[config.mk]
export PLATFORM = sky130hd
export DESIGN_NAME = count_seg7_scan
export DESIGN_NICKNAME = d
export VERILOG_FILES = /design/src/rtl/count_seg7_scan.sv
export SDC_FILE = /design/constraint.sdc
export NUM_CORES = 1
export LEC_CHECK = 0
export CAP_MARGIN = 20
export CORE_UTILIZATION = 55
export CTS_CLUSTER_DIAMETER = 30
export CTS_CLUSTER_SIZE = 12
export DETAILED_ROUTE_END_ITERATION = 12
export GPL_ROUTABILITY_DRIVEN = 0
export PLACE_DENSITY_LB_ADDON = 0.15
export SLEW_MARGIN = 15
export SYNTH_ARGS = -nofsm -noshare
export SYNTH_HDL_FRONTEND = slang
export SYNTH_SLANG_ARGS = --single-unit
[constraint.sdc]
create_clock -name clk -period 4.4 [get_ports clk]
set_clock_uncertainty 0.05 [all_clocks]
set_input_delay 0.88 -clock clk [delete_from_list [all_inputs] [get_ports clk]]
set_output_delay 0.88 -clock clk [all_outputs]
set_load 0.01 [all_outputs]
[src/rtl/count_seg7_scan.sv]
// -----------------------------------------------------------------------------
// count_seg7_scan
//   Two-digit, time-multiplexed seven-segment driver for the up/down counter.
//   Digit 0 shows count_up in hex and digit 1 shows count_down in hex. Both
//   counts are snapshotted together at the start of each scan frame, so a
//   displayed frame never mixes old and new values.
//
//   Optional feature macro: SEG7_WRAP_BLINK_EN
//     When defined, a snapshot of count_up going F -> 0 blanks the up digit
//     for BLINK_SCANS frames. The anode timing is unchanged while blanked.
//
// Parameters
//   REFRESH_DIV    clk cycles each digit stays lit (>= 2)
//   SEG_ACTIVE_LOW 1 = seg/an active-low (common anode), 0 = active-high
//   BLINK_SCANS    frames the up digit stays blank after a wrap
//
// Ports
//   clk        system clock, rising edge
//   rst        asynchronous active-high reset
//   enable     1 = scanning, 0 = display blanked (FSM held in IDLE)
//   count_up   4-bit up-counter value
//   count_down 4-bit down-counter value
//   seg        registered segments {g,f,e,d,c,b,a}
//   an         registered digit enables, an[0] = up digit, an[1] = down digit
//   digit_sel  registered, 0 = up digit lit, 1 = down digit lit (0 in IDLE)
// -----------------------------------------------------------------------------
module count_seg7_scan #(
    parameter int REFRESH_DIV    = 4,
    parameter bit SEG_ACTIVE_LOW = 1'b1,
    parameter int BLINK_SCANS    = 8
) (
    input  logic       clk,
    input  logic       rst,
    input  logic       enable,
    input  logic [3:0] count_up,
    input  logic [3:0] count_down,
    output logic [6:0] seg,
    output logic [1:0] an,
    output logic       digit_sel
);

    localparam int          PW       = $clog2(REFRESH_DIV);
    localparam int          BW       = (BLINK_SCANS < 1) ? 1 : $clog2(BLINK_SCANS + 1);
    localparam logic [PW-1:0] PRE_LAST = PW'(REFRESH_DIV - 1);
    localparam logic [6:0]  SEG_OFF  = SEG_ACTIVE_LOW ? 7'h7F : 7'h00;
    localparam logic [1:0]  AN_OFF   = SEG_ACTIVE_LOW ? 2'b11 : 2'b00;
    localparam logic [1:0]  AN_UP    = SEG_ACTIVE_LOW ? 2'b10 : 2'b01;
    localparam logic [1:0]  AN_DOWN  = SEG_ACTIVE_LOW ? 2'b01 : 2'b10;

    typedef enum logic [1:0] {
        IDLE      = 2'd0,
        SHOW_UP   = 2'd1,
        SHOW_DOWN = 2'd2
    } state_t;

    state_t        state, state_nxt;
    logic [PW-1:0] prescaler, prescaler_nxt;
    logic [3:0]    snap_up, snap_up_nxt;
    logic [3:0]    snap_down, snap_down_nxt;
    logic          frame_start;
    logic [BW-1:0] blink_nxt;
    logic [6:0]    seg_nxt;
    logic [1:0]    an_nxt;
    logic          digit_sel_nxt;

    // Active-high hex patterns, {g,f,e,d,c,b,a}.
    function automatic logic [6:0] hex7(input logic [3:0] v);
        logic [6:0] p;
        case (v)
            4'h0: p = 7'h3F;
            4'h1: p = 7'h06;
            4'h2: p = 7'h5B;
            4'h3: p = 7'h4F;
            4'h4: p = 7'h66;
            4'h5: p = 7'h6D;
            4'h6: p = 7'h7D;
            4'h7: p = 7'h07;
            4'h8: p = 7'h7F;
            4'h9: p = 7'h6F;
            4'hA: p = 7'h77;
            4'hB: p = 7'h7C;
            4'hC: p = 7'h39;
            4'hD: p = 7'h5E;
            4'hE: p = 7'h79;
            default: p = 7'h71;
        endcase
        return p;
    endfunction

    function automatic logic [6:0] seg_pol(input logic [6:0] p);
        return SEG_ACTIVE_LOW ? ~p : p;
    endfunction

    // Next-state, prescaler and snapshot logic.
    always_comb begin
        state_nxt = state;
        if (!enable) begin
            state_nxt = IDLE;
        end else begin
            case (state)
                IDLE:      state_nxt = SHOW_UP;
                SHOW_UP:   if (prescaler == PRE_LAST) state_nxt = SHOW_DOWN;
                SHOW_DOWN: if (prescaler == PRE_LAST) state_nxt = SHOW_UP;
                default:   state_nxt = IDLE;
            endcase
        end

        // Entering SHOW_UP (from IDLE or on a frame wrap) starts a new frame.
        frame_start = (state_nxt == SHOW_UP) && (state != SHOW_UP);

        if ((state_nxt != state) || (state_nxt == IDLE))
            prescaler_nxt = '0;
        else
            prescaler_nxt = prescaler + PW'(1);

        snap_up_nxt   = frame_start ? count_up   : snap_up;
        snap_down_nxt = frame_start ? count_down : snap_down;
    end

    // Outputs are decoded from the next state and next snapshot so the
    // registered display changes on the same edge as the FSM.
    always_comb begin
        seg_nxt       = SEG_OFF;
        an_nxt        = AN_OFF;
        digit_sel_nxt = 1'b0;
        case (state_nxt)
            SHOW_UP: begin
                an_nxt = AN_UP;
                if (blink_nxt == '0)
                    seg_nxt = seg_pol(hex7(snap_up_nxt));
            end
            SHOW_DOWN: begin
                an_nxt        = AN_DOWN;
                seg_nxt       = seg_pol(hex7(snap_down_nxt));
                digit_sel_nxt = 1'b1;
            end
            default: ;
        endcase
    end

`ifdef SEG7_WRAP_BLINK_EN
    localparam logic [BW-1:0] BLINK_LOAD = BW'(BLINK_SCANS);

    logic [3:0]    prev_up;
    logic [BW-1:0] blink_cnt;

    // A wrap at a frame start (re)loads the counter; otherwise it counts
    // down once per frame. Leaving to IDLE forgets any pending blink.
    always_comb begin
        blink_nxt = blink_cnt;
        if (state_nxt == IDLE) begin
            blink_nxt = '0;
        end else if (frame_start) begin
            if ((prev_up == 4'hF) && (count_up == 4'h0))
                blink_nxt = BLINK_LOAD;
            else if (blink_cnt != '0)
                blink_nxt = blink_cnt - BW'(1);
        end
    end

    always_ff @(posedge clk or posedge rst) begin
        if (rst) begin
            prev_up   <= 4'h0;
            blink_cnt <= '0;
        end else begin
            blink_cnt <= blink_nxt;
            if (state_nxt == IDLE)
                prev_up <= 4'h0;
            else if (frame_start)
                prev_up <= count_up;
        end
    end
`else
    assign blink_nxt = '0;
`endif

    always_ff @(posedge clk or posedge rst) begin
        if (rst) begin
            state     <= IDLE;
            prescaler <= '0;
            snap_up   <= 4'h0;
            snap_down <= 4'h0;
            seg       <= SEG_OFF;
            an        <= AN_OFF;
            digit_sel <= 1'b0;
        end else begin
            state     <= state_nxt;
            prescaler <= prescaler_nxt;
            snap_up   <= snap_up_nxt;
            snap_down <= snap_down_nxt;
            seg       <= seg_nxt;
            an        <= an_nxt;
            digit_sel <= digit_sel_nxt;
        end
    end

endmodule

==> results.md, run 1 <==
- CP Capture Type: register
- Final Setup Violations: 0
- Crit path DAT: 3.88 ns
- Post-synth EDFFs: 0
- Die width: 57.3 um
- Net Sw Frac: 31.6%
- CP required: 4.61 ns
- Yosys Warn Count: 0
- I/O pin total: 21
- Final period util: 83.2%
- CORE AREA: 2830 um2
- Internal power: 0.000418 W
- Failing checks: design-rule violations
- Setup bufs post-CTS: 0
- Logic pwr share: 34.4%
- Global-route wire length before repair: 6550 um
- Via-to-Cell Ratio: 6.53
- Drt wl/cell: 17.5 um
- DRT Wirelength: 3800 um
- Worst Setup SP: enable
- Total Routing Usage GR: 26.1%
- Syn Area/Cell: 10.1 um2
- Seq cells post-synth: 22
- Mapped Nets: 197
- Hold Violations, Final: 0
- Slew of the pin with the lowest slew margin: 0.818 ns
- Post-synthesis adder-cell area fraction: 14.1%
- Die Y: 57.3 um
- Status: complete, but fails checks
- Die area: 3290 um2
- Min-delay worst type: register to register
- First drt pass iteration count: 9
- Max rail drop VDD: 0.187 mV
- Deepest level of the CTS H-tree: 1
- Final Util: 69.0%
- NetSw: 0.000193 W
- Antenna-violating nets left: 0
- Clk network pwr share: 26.1%
- Kind of critical path: input pin to register
- LEAKAGE: 0.886 nW
- Number of global-route vias before repair: 1,363
- RSZ-0062 raised after global routing: false
- Area growth from synthesis to layout: 16.0%
- TritonCTS buffer count: 3
- Cells after Synth: 167
- Seq pwr share: 39.5%
- TritonCTS clock tree: yes
- Setup tns final: 0 ns
- Largest net degree at the start of global routing: 23
- RR Startpoint: prescaler[0]
- CTS max path bufs: 2
- Initial core utilization: 59.5%
- Diode count: 0
- FFs w/ async S/R, synth: 100%
- # nets final: 217
- Mux share of post-synthesis cell area: 9.88%
- Hpwl dp: 2870 um
- Hold path start: prescaler[0]
- Initial antenna violation count: 0
- Max-slew headroom: 45.4%
- Fraction of layout cells with a size suffix above 1: 18.8%
- Synth Area in Compound Gates: 23.0%
- Post-synthesis xor/xnor area fraction: 0%
- Startpoint Class: input pin
- Via total after detailed routing: 1,418
- Inst Count DP: 213
- Global route overflow: 0
- Seq/Total Area, Yosys: 33.4%
- Post-route insts no fill: 217
- Detailed Route Iter0 Violations: 82
- Fill cells: 219
- Post-route DRC: 2
- Skew-Pair Late Insertion Delay: 0.32 ns
- Cts hold-fix bufs: 0
- Post-Synth Simple-Gate Area: 13.6%
- Row cnt: 19
- Root Driver: clkbuf_4
- Post-Syn Area: 1680 um2
- PD cells: 313 nW/um2
- Clock transition at path regs: 0.13 ns
- Max Cap Viol: 0
- Resize count post-CTS: 0
- Fmax: 273 MHz
- Port bufs: 20
- Critical-path maximum fanout: 17
- Pins Over Slew Limit: 0
- Largest family of logic cells by synthesized area: compound AO/OA/AOI/OAI gates
- Total power: 0.000611 W
- Fin crit period: 3.66 ns
- Clock sinks: 22
- Yosys cell types: 56
- Main synth FF type: dfrtp_1
==> Yosys cell counts, types with 2 or more instances <==
cell type  instances  share of area [%]
a21o_1             2               0.89
nand2b_1           3                1.1
inv_1             13                2.9
o311ai_1           2                1.0
nor3_1             2               0.59
clkbuf_1           2               0.45
mux2i_1            2                1.2
inv_2              4               0.89
a21boi_1           2               0.89
o211ai_1           2               0.89
a31oi_1            3                1.1
ha_1              19                 14
dfstp_2            9                 14
o21ai_0           10                3.0
mux4_2             3                4.0
o211a_1            2                1.2
mux2_2             5                3.3
nand2_1            8                1.8
nor3b_1            2               0.89
mux2_1             2                1.3
buf_2              3               0.89
and3_1             7                2.6
a311o_1            2                1.2
a21oi_1            5                1.5
nand4_1            2               0.74
a211oi_1           4                1.8
a21boi_0           2               0.89
a221oi_1           2                1.0
dfrtp_1           13                 19
nor2_1             4               0.89
==> layout by cell type (no fill, tap or decap), types with 3 or more instances in the layout <==
cell type        instances
a211oi_1                 4
a21oi_1                  5
a31oi_1                  3
and3_1                   7
clkbuf_4                 3
clkdlybuf4s50_1         20
dfrtp_1                 13
dfstp_2                  9
ha_1                    19
inv_1                   13
inv_2                    4
mux2_2                   5
mux4_2                   3
nand2_1                  8
nand2b_1                 3
nor2_1                   4
o21ai_0                 10
==> power groups by stage <==
stage	Combinational, W	Sequential (W)	Clock [W]
floorplan	0.000141	0.000246	0
global placement	0.000200	0.000244	0
detailed placement	0.000207	0.000245	0
CTS	0.000208	0.000241	0.000161
global route	0.000232	0.000243	0.000170
finish	0.000210	0.000241	0.000159
==> path summary, 6_finish.rpt <==
path | endpoint | slack (ns) | depth (start not counted)
setup / recovery | seg[3] | 0.74 | 10
hold / removal | prescaler[0] | 0.39 | 1
setup reg to reg | seg[3] | 0.96 | 13
hold reg to reg | prescaler[0] | 0.39 | 1
max in group asynchronous | prescaler[0] | 2.84 | 2
min in group asynchronous | snap_up[2] | 0.95 | 2
==> final cells by class <==
type / instances / area, um2 / share of cell area [%]
Clock buffer: 3 / 22.5 / 1.15
Timing Repair Buffer: 22 / 215 / 11.0
Tap cell: 31 / 38.8 / 1.99
Inverter: 17 / 63.8 / 3.27
Sequential cell: 22 / 562 / 28.8
Multi-Input combinational cell: 121 / 1020 / 52.3
Clock inverter: 1 / 30.0 / 1.54
==> sequential cells by signal (all words and copies together) (netlist names) <==
register	flops
snap_down	4
snap_up	4
an	2
digit_sel	1
prescaler	2
seg	7
state	2
==> critical path, stage by stage <==
cell and delay, ns:
clkdlybuf4s50_1 0.53, and3_1 0.22, ha_1 0.20, buf_4 0.23, and3_1 0.20, or2_1 0.24, inv_1 0.14, ha_1 0.37
mux4_2 0.50, a221o_1 0.35
==> cells by family (layout without fill, tap and decap cells) <==
family / after synthesis / count (layout)
compound gates: 51 / 51
simple gates: 39 / 39
buf+inv: 24 / 43
flops: 22 / 22
fa+ha+maj: 19 / 19
mux: 12 / 12
==> layer usage <==
layer	share of wire, %	track usage (%)	routed length [um]	vias up
li1	-	-	-	653
met1	43	35.8	1630	702
met2	48	42.0	1830	57
met3	7.9	4.99	299	6
met4	1.1	8.01	43	0
met5	0	0	0	-
==> per-stage QoR <==
step / worst slack (ns) / hold WS (ns) / cell area, um2
floorplan: 0.674 / 0.365 / 1680
global placement: 0.514 / 0.375 / 1900
detailed placement: 0.427 / 0.382 / 1900
CTS: 0.745 / 0.400 / 1950
global route: 0.614 / 0.416 / 1950
finish: 0.739 / 0.394 / 1950
Note: power is estimated with default switching activity, not from simulation.
==> run 2, diff against run 1 <==
Settings changed: CORE_UTILIZATION 55 to 50.
Clock period 4.4 ns to 3.35 ns, I/O delays scaled along.
==> results.md, run 2 (synthesis gave the netlist of run 1 again) <==
- Status: complete, but fails checks
- Failing checks: design-rule violations
- Cts hold-fix bufs: 0 (unchanged)
- Via total after detailed routing: 1,476 (+4.1%)
- First drt pass iteration count: 8 (-1)
- R2r setup slk: 0.14 ns (-0.82 ns)
- # nets final: 242 (+12%)
- Diode count: 0 (unchanged)
- Critical-path maximum fanout: 6 (-11)
- Top Registers: seg: 7 flops, snap_down: 4 flops, snap_up: 4 flops
- Slew of the pin with the lowest slew margin: 0.824 ns (+0.00586 ns)
- Worst path cell trace: clkdlybuf4s50_1, and3_1, ha_2, nand2_2, mux2_4, ha_1, inv_1, mux4_2, mux2_2, a221o_1
- Detailed Route Iter0 Violations: 90 (+9.8%)
- CP required: 3.55 ns (-1.06 ns)
- Drt wl/cell: 16.2 um (-7.5%)
- Commonest cells after routing, fill and taps aside: buf_4 (27), clkdlybuf4s50_1 (20), ha_1 (17), inv_1 (13), dfrtp_1 (13)
- Crit path largest cell delay: 0.50 ns (-0.03 ns)
- Critical Path Stages: 10 (unchanged)
- TritonCTS buffer count: 3 (unchanged)
- Hold Violations, Final: 0 (unchanged)
- Fmax: 311 MHz
- Crit Reg-Reg Endpoint: seg[3]
- CP Capture Type: register
- Slowest stage cell, crit path: clkdlybuf4s50_1
- Via-to-Cell Ratio: 5.79 (-11%)
- Die width: 60.0 um (+4.7%)
- Startpoint Class: input pin
- Post-route DRC: 1 (-1)
- Final Setup Violations: 0 (unchanged)
- CTS max path bufs: 2 (unchanged)
- Final Util: 69.3% (+0.28 points)
- Fill cells: 244 (+11%)
- Area growth from synthesis to layout: 28.8%
- Max reg flops: 7 (unchanged)
- Crit path DAT: 3.42 ns (-0.46 ns)
- Min-delay worst type: register to register
- Die area: 3600 um2 (+9.6%)
- Top Family by Delay on Critical Path: multiplexers
- DRT Wirelength: 4130 um (+8.7%)
- Kind of critical path: input pin to register
- Clock transition at path regs: 0.13 ns (about the same)
- I/O pin total: 21 (unchanged)
- Fin crit period: 3.21 ns
- Final period util: 95.9%
- Die Y: 60.0 um (+4.7%)
- Initial core utilization: 53.8% (-5.7 points)
- Max rail drop VDD: 0.413 mV (+120%)
- Hpwl dp: 3240 um (+13%)
- TritonCTS clock tree: yes
- Worst Setup SP: enable
- Port bufs: 20 (unchanged)
- Clock sinks: 22 (unchanged)
- Fin worst setup slack: 0.138 ns (-0.600 ns)
- Largest net degree at the start of global routing: 23 (unchanged)
- PD cells: 394 nW/um2 (+26%)
- CORE AREA: 3130 um2 (+11%)
- RSZ-0062 raised after global routing: false
- LEAKAGE: 1.01 nW (+14%)
- Setup bufs post-CTS: 0 (unchanged)
- CP endpoint: seg[3]
- Antenna-violating nets left: 0 (unchanged)
- Row cnt: 20 (+1)
- Initial antenna violation count: 0 (unchanged)
- RR Startpoint: prescaler[0]
- Max-slew headroom: 45.0% (-0.39 points)
- Total Routing Usage GR: 26.0% (about the same)
- Worst Reg2Reg Path Length in Cells: 12 (-1)
- Fraction of layout cells with a size suffix above 1: 30.3% (+12 points)
- Pins Over Slew Limit: 0 (unchanged)
- Worst slack at placement: -0.202 ns (-0.629 ns)
- Global-route wire length before repair: 6790 um (+3.7%)
- Deepest level of the CTS H-tree: 1 (unchanged)
- Skew-Pair Late Insertion Delay: 0.31 ns (about the same)
- Global route overflow: 0 (unchanged)
- Most common cell after layout, fill and taps aside: buf_4
- Reg with most FFs: seg
- Number of global-route vias before repair: 1,467 (+7.6%)
- Max Cap Viol: 0 (unchanged)
- Root Driver: clkbuf_4
- Crit path buffers/inverters: 2 (-1)
run 2: area by class of cell:
| cell class | count | area [um2] | share of cell area, % |
|---|---|---|---|
| clock inverter | 1 | 30.0 | 1.38 |
| sequential | 22 | 562 | 25.9 |
| inverter | 17 | 63.8 | 2.94 |
| timing repair buffer | 47 | 403 | 18.6 |
| tap | 44 | 55.1 | 2.54 |
| clock buffer | 3 | 22.5 | 1.04 |
| multi-input combinational | 121 | 1030 | 47.6 |
run 2: where the power goes:
group / switching [W] / leakage, nW / total (W) / internal (W)
clock network: 0.0000857 / 0.0279 / 0.000207 / 0.000121
logic: 0.000159 / 0.722 / 0.000331 / 0.000172
registers: 0.0000176 / 0.259 / 0.000316 / 0.000299
run 2: timing repair:
item                                   in CTS  in global routing
endpoints found under the hold margin       0                  0
setup endpoints to repair                   0                  2
resized for setup                           0                  1
run 2: worst register-to-register path: stages, from the launching register on:
cell and delay, ns:
dfrtp_1 0.41, ha_2 0.21, or2b_1 0.21, and3_1 0.21, ha_2 0.20, buf_4 0.13, and3_1 0.17, a21o_1 0.19
ha_1 0.30, inv_1 0.05, mux4_2 0.44, mux2_2 0.28, a221o_1 0.30
run 2: through the flow:
stage | std cells | instance area, um2 | hold slack, ns | total power [W] | TNS (ns)
after floorplan | 167 | 1710 | 0.370 | 0.000513 | 0
after global placement | 251 | 2110 | 0.386 | 0.000637 | -0.171
after detailed placement | 251 | 2110 | 0.405 | 0.000646 | -0.492
after CTS | 255 | 2170 | 0.422 | 0.000851 | 0
after global routing | 255 | 2170 | 0.443 | 0.000894 | 0
final | 255 | 2170 | 0.413 | 0.000854 | 0
run 2: how the worst min path moves through the flow:
| stage | startpoint | endpoint | slack (ns) | depth (start not counted) |
|---|---|---|---|---|
| floorplan | prescaler[0] | prescaler[0] | 0.37 | 1 |
| global placement | prescaler[0] | prescaler[0] | 0.39 | 1 |
| detailed placement | prescaler[0] | prescaler[0] | 0.40 | 1 |
| CTS | prescaler[0] | prescaler[0] | 0.42 | 1 |
| global route | prescaler[0] | prescaler[0] | 0.44 | 1 |
| finish | prescaler[0] | prescaler[0] | 0.41 | 1 |
run 2: metal layers:
metal	global-route usage (%)	part of all wire, %	vias up
li1	-	-	704
met1	32.1	43	708
met2	45.6	50	56
met3	5.19	4.8	8
met4	7.97	1.5	0
met5	0	0	-
